**config.mk**
```make
export PLATFORM = sky130hd
export DESIGN_NAME = systolic_array_ctrl
export DESIGN_NICKNAME = d
export VERILOG_FILES = /design/src/rtl/npu_pkg.sv /design/src/rtl/systolic_array_ctrl_psum_deskew.sv /design/src/rtl/systolic_array_ctrl.sv
export SDC_FILE = /design/constraint.sdc
export NUM_CORES = 1
export LEC_CHECK = 0
export ABC_AREA = 1
export BUFFER_PORTS_ARGS = -buffer_cell sky130_fd_sc_hd__buf_2
export CAP_MARGIN = 0
export CORE_AREA = 2 2 435 437
export CTS_CLUSTER_DIAMETER = 150
export CTS_CLUSTER_SIZE = 30
export DETAILED_ROUTE_END_ITERATION = 10
export DIE_AREA = 0 0 437 439
export PLACE_DENSITY_LB_ADDON = 0.1
export SLEW_MARGIN = 15
export SYNTH_ARGS = -nofsm -noshare
export SYNTH_HDL_FRONTEND = slang
export SYNTH_SLANG_ARGS = --single-unit
```
**constraint.sdc**
```tcl
create_clock -name clk -period 2.25 [get_ports clk]
set_input_delay 0.45 -clock clk [delete_from_list [all_inputs] [get_ports clk]]
set_output_delay 0.45 -clock clk [all_outputs]
set_load 0.01 [all_outputs]
```
**src/rtl/npu_pkg.sv**
```systemverilog
// Shared constants, lane helpers and sequencer state encoding for the
// 4x6 FP16 systolic array control path.
package npu_pkg;

  localparam int ROWS = 4;
  localparam int COLS = 6;
  localparam int DW   = 16;

  typedef enum logic [2:0] {
    ST_IDLE   = 3'd0,
    ST_LOAD_W = 3'd1,
    ST_SETTLE = 3'd2,
    ST_STREAM = 3'd3,
    ST_DRAIN  = 3'd4,
    ST_DONE   = 3'd5
  } state_t;

  function automatic logic [DW-1:0] lane_get(input logic [ROWS*DW-1:0] v, input int r);
    return v[r*DW +: DW];
  endfunction

  function automatic logic [DW-1:0] col_get(input logic [COLS*DW-1:0] v, input int c);
    return v[c*DW +: DW];
  endfunction

endpackage

```
**src/rtl/systolic_array_ctrl_psum_deskew.sv**
```systemverilog
// Triangular delay network: column c is held for COLS-1-c cycles so every
// column of one vector leaves in the same cycle.
module psum_deskew #(
  parameter int COLS = 6,
  parameter int DW   = 16
) (
  input  logic            clk,
  input  logic            rst,
  input  logic [COLS*DW-1:0] psum,
  output logic [COLS*DW-1:0] aligned
);

  for (genvar c = 0; c < COLS; c++) begin : g_col
    localparam int D = COLS - 1 - c;
    if (D == 0) begin : g_pass
      assign aligned[c*DW +: DW] = psum[c*DW +: DW];
    end else begin : g_dly
      logic [DW-1:0] pipe [D];
      always_ff @(posedge clk) begin
        if (rst) begin
          for (int i = 0; i < D; i++) pipe[i] <= '0;
        end else begin
          pipe[0] <= psum[c*DW +: DW];
          for (int i = 1; i < D; i++) pipe[i] <= pipe[i-1];
        end
      end
      assign aligned[c*DW +: DW] = pipe[D-1];
    end
  end

endmodule

```
**src/rtl/systolic_array_ctrl.sv**
```systemverilog
// Job sequencer for the systolic array: weight load, ifmap streaming,
// token tracking through skew/array latency, and aligned result output.
module systolic_array_ctrl
  import npu_pkg::*;
#(
  parameter int LAT_BASE = 8,
  parameter int SETTLE   = 2,
  parameter int CNT_W    = 16
) (
  input  logic                     clk,
  input  logic                     rst,
  input  logic                     start,
  input  logic [CNT_W-1:0]         num_vec,
  input  logic [ROWS*COLS*DW-1:0]  weights_cfg,
  output logic                     busy,
  output logic                     done,
  input  logic                     in_valid,
  input  logic [ROWS*DW-1:0]       in_data,
  output logic                     in_ready,
  output logic                     load_en,
  output logic [ROWS*COLS*DW-1:0]  weights_in,
  output logic [ROWS*DW-1:0]       ifmap_raw,
  input  logic [COLS*DW-1:0]       psum_south_out,
  output logic                     out_valid,
  output logic [COLS*DW-1:0]       out_data
);

  // Upstream handshake: a vector transfers on any cycle where in_valid and
  // in_ready are both high; in_ready never depends on in_valid.
  localparam int TOK_D = LAT_BASE + COLS - 1;
  localparam int SET_W = (SETTLE > 1) ? $clog2(SETTLE) : 1;

  state_t             state, state_nxt;
  logic [CNT_W-1:0]   num_lat, issued, retired;
  logic [SET_W-1:0]   settle_cnt;
  logic               raw_tok;
  logic [TOK_D-1:0]   tok;
  logic [COLS*DW-1:0] aligned;
  logic               accept;

  assign accept = in_valid & in_ready;

  psum_deskew #(.COLS(COLS), .DW(DW)) u_deskew (
    .clk     (clk),
    .rst     (rst),
    .psum    (psum_south_out),
    .aligned (aligned)
  );

  always_comb begin
    state_nxt = state;
    busy      = (state != ST_IDLE);
    done      = 1'b0;
    in_ready  = 1'b0;
    load_en   = 1'b0;
    case (state)
      ST_IDLE:   if (start) state_nxt = ST_LOAD_W;
      ST_LOAD_W: begin
        load_en   = 1'b1;
        state_nxt = ST_SETTLE;
      end
      ST_SETTLE: begin
        if (settle_cnt == SET_W'(SETTLE - 1))
          state_nxt = (num_lat == '0) ? ST_DRAIN : ST_STREAM;
      end
      ST_STREAM: begin
        in_ready = 1'b1;
        if (in_valid && (issued == num_lat - CNT_W'(1))) state_nxt = ST_DRAIN;
      end
      ST_DRAIN:  if (retired == num_lat) state_nxt = ST_DONE;
      ST_DONE: begin
        done      = 1'b1;
        state_nxt = ST_IDLE;
      end
      default:   state_nxt = ST_IDLE;
    endcase
  end

  // raw_tok travels with ifmap_raw; tok then covers the remaining latency
  // so its last stage lines up with the deskewed columns.
  always_ff @(posedge clk) begin
    if (rst) begin
      state      <= ST_IDLE;
      num_lat    <= '0;
      issued     <= '0;
      retired    <= '0;
      settle_cnt <= '0;
      weights_in <= '0;
      ifmap_raw  <= '0;
      raw_tok    <= 1'b0;
      tok        <= '0;
      out_valid  <= 1'b0;
      out_data   <= '0;
    end else begin
      state      <= state_nxt;
      settle_cnt <= (state == ST_SETTLE) ? settle_cnt + 1'b1 : '0;
      if (state == ST_IDLE && start) begin
        num_lat    <= num_vec;
        weights_in <= weights_cfg;
        issued     <= '0;
        retired    <= '0;
      end
      ifmap_raw <= accept ? in_data : '0;
      raw_tok   <= accept;
      if (accept) issued <= issued + CNT_W'(1);
      tok       <= {tok[TOK_D-2:0], raw_tok};
      out_valid <= tok[TOK_D-1];
      if (tok[TOK_D-1]) begin
        out_data <= aligned;
        retired  <= retired + CNT_W'(1);
      end
    end
  end

endmodule

```
## Word-level counts from Yosys, hierarchy flattened

Memories as Yosys holds them, arrays and structs flattened. A register that Yosys moved wholly into a read port is not among the register bits.
Index checks and enable logic that the tools add are counted.

- Add/subtract/negate cells: 4
- Eq/ne operators: 11
- Mux-type cells: 31
- Bitwise operators: 17
- Reductions and logical operators: 11

Operators with widths:

| cell | count |
|---|---|
| $mux 16 | 18 |
| $add 16x1->16 const B | 2 |
| $eq 16x16->1 | 2 |
| $logic_not 16->1 | 1 |
| $reduce_or 16->1 | 1 |
| $sub 16x1->16 const B | 1 |
| $mux 3 | 5 |
| $pmux 3 s5 | 1 |
| $or 1x1->1 | 14 |
| $ne 2x2->1 const B | 4 |
| $mux 1 | 7 |
| $eq 3x2->1 const B | 2 |
| $eq 3x3->1 const B | 2 |
| $reduce_and 4->1 | 1 |
| $reduce_bool 2->1 | 2 |
| $reduce_or 2->1 | 2 |
| $eq 3x1->1 const B | 1 |
| $logic_not 3->1 | 1 |
| $reduce_bool 3->1 | 1 |
| $logic_and 1x1->1 | 2 |
| $not 1->1 | 2 |
| $add 1x1->1 const B | 1 |
| $and 1x1->1 | 1 |

- Register bits: 611
- RAM bits: 240
- Input bits: 564
- Output and inout port bits: 549
- Memories kept: 5

Memories:

| name | depth | bits a word | rd ports | clocked after Yosys merged registers in | wr ports | line | text |
|---|---|---|---|---|---|---|---|
| u_deskew.g_col[0].g_dly.pipe | 5 | 16 | 5 | 1 | 5 | systolic_array_ctrl_psum_deskew.sv:18 | `logic [DW-1:0] pipe [D];` |
| u_deskew.g_col[1].g_dly.pipe | 4 | 16 | 4 | 1 | 4 | systolic_array_ctrl_psum_deskew.sv:18 |  |
| u_deskew.g_col[2].g_dly.pipe | 3 | 16 | 3 | 1 | 3 | systolic_array_ctrl_psum_deskew.sv:18 |  |
| u_deskew.g_col[3].g_dly.pipe | 2 | 16 | 2 | 1 | 2 | systolic_array_ctrl_psum_deskew.sv:18 |  |
| u_deskew.g_col[4].g_dly.pipe | 1 | 16 | 1 | 1 | 1 | systolic_array_ctrl_psum_deskew.sv:18 |  |

## Logic depth before layout (Yosys ltp)

- Depth after elaboration: 5
- Gate-level depth with buffers: 16
- Depth with buffers taken out: 16

## By module

Synthesis repeated with hierarchy kept, for this count alone.

- Cells, all modules: 3633
- Area total of the unflattened synthesis: 29077.9 sq um

Modules (own cells, without submodules):

| module | times used | cells an instance | area an instance (sq um) | seq. area each (sq um) |
|---|---|---|---|---|
| systolic_array_ctrl | 1 | 2822 | 21712.1 | 12231.7 |
| psum_deskew | 1 | 811 | 7365.8 | 4804.6 |

## Worst setup path after synthesis

OpenSTA, ideal clock, no wires.

- Kind: register to register
- Start point: register num_lat[0]
- End point: register state[1]
- Setup time: 0.115 ns
- Arrival time: 1.621 ns
- Data required time: 2.135 ns
- Path slack: 0.514 ns
- Cell stages (with the launch flop): 14
- Period minus slack after synthesis: 1.736 ns
- Cell sequence: dfxtp_1 -> inv_2 -> ha_1 -> xnor2_1 -> nor2_1 -> nand2_1 -> nor2_1 -> nand2_1 -> nor2_1 -> nand2_1 -> o21bai_2 -> nand3_1 -> nand2_1 -> nor2_1

- Longest elaborated chain between the ends: 5
- Elaborated cells on any way between the ends: 11
- Classes of those cells: add/sub: 1; eq/ne: 4; mux: 3; reduce/logical: 3

RTL lines:

| what | line | text |
|---|---|---|
| from (decl) | systolic_array_ctrl.sv:34 | `logic [CNT_W-1:0] num_lat, issued, retired;` |
| from (signal assigned) | systolic_array_ctrl.sv:98 | `num_lat <= num_vec;` |
| $sub 16x1->16 | systolic_array_ctrl.sv:68 | `if (in_valid && (issued == num_lat - CNT_W'(1))) state_nxt = ST_DRAIN;` |
| $eq 16x16->1 | systolic_array_ctrl.sv:68 |  |
| $logic_and 1x1->1 | systolic_array_ctrl.sv:68 |  |
| $ne 2x2->1 (no line) | - |  |
| $reduce_and 4->1 (no line) | - |  |
| to (signal assigned) | systolic_array_ctrl.sv:95 | `state <= state_nxt;` |
| to (decl) | systolic_array_ctrl.sv:33 | `state_t state, state_nxt;` |

Several ways; a longest one is shown, not always the timed one. The select of a mux whose other input is x is not followed.
A chain may end at the register's enable or synchronous reset.

## Worst setup path after layout

- Start point: register state[0]
- End point: output load_en

- Longest elaborated chain between the ends: 2

RTL lines:

| what | line | text |
|---|---|---|
| $eq 3x1->1 | systolic_array_ctrl.sv:56 | `case (state)` |
| $mux 1 | systolic_array_ctrl.sv:56 |  |
| to (decl) | systolic_array_ctrl.sv:20 | `output logic load_en,` |

No other way between the ends.

==> impl_metrics.csv <==
group,metric,value,unit
run_status,status,"finished clean",
cells_and_area,fin_nets,5584,
route,num_vias,27800,
critical_path,cpPeakStageDelay,420,ps
logic_synthesis,ys_types,41,
placement,dp_hpwl,125000,um
logic_synthesis,synthesis.nets,4129,
placement,gp_congestion,0.851,
global_routing,grt-ovfl-total,0,
placement,place.port_buffers,1112,
pwr,leakage,0.0198,uW
route,vias_per_cell,3.69,
sta,slew-limit-headroom,54.4,%
logic_synthesis,synthMuxAreaShare,0,%
route,drcViolationCount,0,
critical_path,rr_endpoint,"state[1]$_SDFFE_PP0P_",
clock_tree,cts-root-buf,"clkbuf_16",
global_routing,grt_max_degree,94,
sta,period_share,94.2,%
worst_hold_path,holdCritStartpoint,"weights_cfg[16]",
floorplan,ios,1113,
logic_synthesis,ys_ff_latch,851,
placement,dp_cells,7039,
cells_and_area,syn_to_final_growth,50.7,%
clock_tree,post-cts-setup-buffers,0,
logic_synthesis,synthSimpleGateAreaFrac,20.8,%
route,drt_iter0_drc,1506,
logic_synthesis,synth.top_cell.area_share,59.9,%
placement,pre_cts_ws,300,ps
clock_tree,clock_path_buffers,3,
critical_path,crit_path_max_fanout,4,
cells_and_area,drive_gt1_share,25.3,%
critical_path,worst-setup-path-type,"flop to primary output",
route,wl,157000,um
critical_path,crit_path_start_kind,"flop",
logic_synthesis,synth_xor_area_share,0.757,%
logic_synthesis,synth_most_common_cell,"nand2_1",
logic_synthesis,synthTopCellsByArea,"dfxtp_1 (60%), nand2_1 (12%), nor2_1 (7.4%), a21oi_1 (7.4%), inv_1 (5.0%)",
logic_synthesis,async_reset_ff_share,0,%
logic_synthesis,ys_warn_count,0,
sta,setup_viol,0,
logic_synthesis,yosysTopAreaCell,"dfxtp_1",
clock_tree,clk_pin_slew,130,ps
logic_synthesis,yosys-top-cells-count,"nand2_1 (883), dfxtp_1 (851), nor2_1 (563)",
pwr,power_density,921,nW/um^2
floorplan,initial_core_util,15.2,%
sta,whs,60.2,ps
critical_path,path_depth,3,
critical_path,crit_chain,"inv_1 -> nor3_2 -> buf_2",
sta,clock_skew,38.9,ps
logic_synthesis,synthFlopType,"dfxtp_1",
route,wl_per_cell,20.8,um
critical_path,crit_path_end_kind,"primary output",
worst_hold_path,hp-class,"primary input to flop",
sta,fin_ws,131,ps
sta,hold_viol,0,
cells_and_area,num-fill-cells,21200,
clock_tree,clock_latency,660,ps
logic_synthesis,synth_top_family_by_area,"simple AND/OR/NAND/NOR gates",
critical_path,cp_top_family,"flip-flops",
sta,fin_setup_tns,0,ps
logic_synthesis,ys_seq_area_share,59.9,%
critical_path,r2r_cells,13,
floorplan,rows,159,
clock_tree,cts_sinks,851,
clock_tree,tritoncts,"yes",
sta,drv_slew,0,
critical_path,worst-path-buf-inv,2,
critical_path,reg2reg_slack,270,ps
critical_path,startpoint,"state[0]$_SDFFE_PP0P_",
route,drt_pass1_iterations,5,
logic_synthesis,syn_area_per_cell,7.99,um^2
critical_path,worstSetupEndpoint,"load_en",
global_routing,antenna_found_initial,68,
floorplan,coreArea,187000,um^2
critical_path,crit_required,1800,ps
cells_and_area,layoutNonFillerInstCount,7541,
pwr,irDropWorstVdd,0.592,mV
global_routing,grt_pass1_wl,213000,um
floorplan,die-area,192000,um^2
sta,tightest_slew,684,ps
logic_synthesis,syn_area,28400,um^2
global_routing,grtUsageTotal,15.6,%
critical_path,timing.rr.start,"num_lat[1]$_SDFFE_PP0P_",
sta,rsz0062_at_grt,"false",
logic_synthesis,synth_compound_area_share,10.2,%
logic_synthesis,synth_edf_count,0,
sta,fmax,0.472,GHz
flow_run,maxCapViolCount,0,
sta,min_period,2120,ps
floorplan,die_w,437,um
global_routing,grt_pass1_vias,27500,
floorplan,die_h,439,um
logic_synthesis,synthAdderAreaFrac,0.176,%
critical_path,cp.arrival,1670,ps
clock_tree,htreeDepth,2,
logic_synthesis,syn_inst,3561,
clock_tree,numCtsBuffers,38,
route,drtAntennaViolNets,0,
critical_path,cpMaxStageDelayCell,"dfxtp_1",
layout by cell type, fill, tap and decap left out, types with 3 or more instances in the layout:
| master | n |
|---|---|
| nand3_1 | 32 |
| ha_1 | 3 |
| nor2_4 | 4 |
| nand2_1 | 883 |
| xnor2_1 | 13 |
| nand4_1 | 12 |
| nor2_2 | 6 |
| nor2_1 | 562 |
| xor2_1 | 9 |
| inv_1 | 376 |
| inv_16 | 3 |
| buf_2 | 1110 |
| a21oi_1 | 421 |
| nand3b_1 | 4 |
| dlygate4sd3_1 | 432 |
| inv_2 | 5 |
| buf_4 | 44 |
| buf_12 | 33 |
| diode_2 | 16 |
| nor3_1 | 7 |
| o21ai_0 | 131 |
| inv_12 | 3 |
| clkbuf_16 | 39 |
| a211oi_1 | 3 |
| a221oi_1 | 3 |
| dfxtp_1 | 849 |
report_power, final:
group,switching [uW],internal (uW)
logic,8200,4300
clock network,5850,3480
registers,1010,16600
total,15100,24400
stage by stage:
| step | util (%) | total power (uW) | area [um^2] |
|---|---|---|---|
| after floorplan | - | 23700 | 28400 |
| final | 22.9 | 39500 | 42900 |
| after global placement | 19.9 | 30100 | 37300 |
| after detailed placement | 19.9 | 30100 | 37300 |
| after CTS | 22.9 | 40500 | 42800 |
| after global routing | 22.9 | 41900 | 42800 |
cells by family (layout without fill, tap and decap cells):
group | Yosys count | in the layout
compound gates | 569 | 569
xor+xnor | 23 | 23
fa+ha+maj | 4 | 4
buf+inv | 589 | 2058
flops | 851 | 851
other cells | 0 | 16
simple gates | 1525 | 1525
state kept, by name, summed over array words and instances, names as in the netlist, 3 cells and up:
register                   cells
ifmap_raw                     64
issued                        16
num_lat                       16
out_data                      96
retired                       16
state                          3
tok                           13
u_deskew.g_col.g_dly.pipe    240
weights_in                   384
final cells by class:
class	count	area [um^2]	share of cell area, %
Sequential cell	851	17000	39.8
Timing Repair Buffer	1620	10900	25.4
Multi-Input combinational cell	2121	9120	21.3
Tap cell	2495	3120	7.28
Inverter	384	1450	3.39
Clock buffer	41	983	2.29
Clock inverter	13	213	0.496
Antenna cell	16	40.0	0.0934
layer usage:
metal | global-route usage (%) | vias to the layer above | part of all wire (%)
li1 | - | 13800 | -
met1 | 18.2 | 13100 | 40
met2 | 28.6 | 771 | 51
met4 | 3.67 | 20 | 2.5
met3 | 3.50 | 196 | 5.8
met5 | 0 | - | 0.081
how the worst min path moves through the flow:
stage / endpoint / slack (ps) / cells after the start
floorplan: tok[0]$_SDFF_PP0_ / 390 / 2
global placement: u_deskew.g_col[2].g_dly.pipe[2][7]$_SDFF_PP0_ / 390 / 2
detailed placement: tok[12]$_SDFF_PP0_ / 390 / 2
CTS: out_data[86]$_SDFFE_PP0P_ / 1 / 3
global route: weights_in[39]$_SDFFE_PP0P_ / 20 / 3
finish: weights_in[16]$_SDFFE_PP0P_ / 60 / 3
tightest hold or removal path: cells and delay by family:
kind,cells,cell delay (ps)
buffers and inverters,1,120
AO/OA/AOI/OAI,1,50
AND/OR/NAND/NOR,1,70
what timing repair did:
| action | 4_1_cts | 5_1_grt |
|---|---|---|
| endpoints found under the hold margin | 432 | 0 |
| pin swaps | 0 | 0 |
| hold buffers | 432 | 0 |
| gates resized for setup | 4 | 1 |
| endpoints found under the setup margin | 3 | 3 |
No activity file was read; power rests on OpenSTA's default activity.
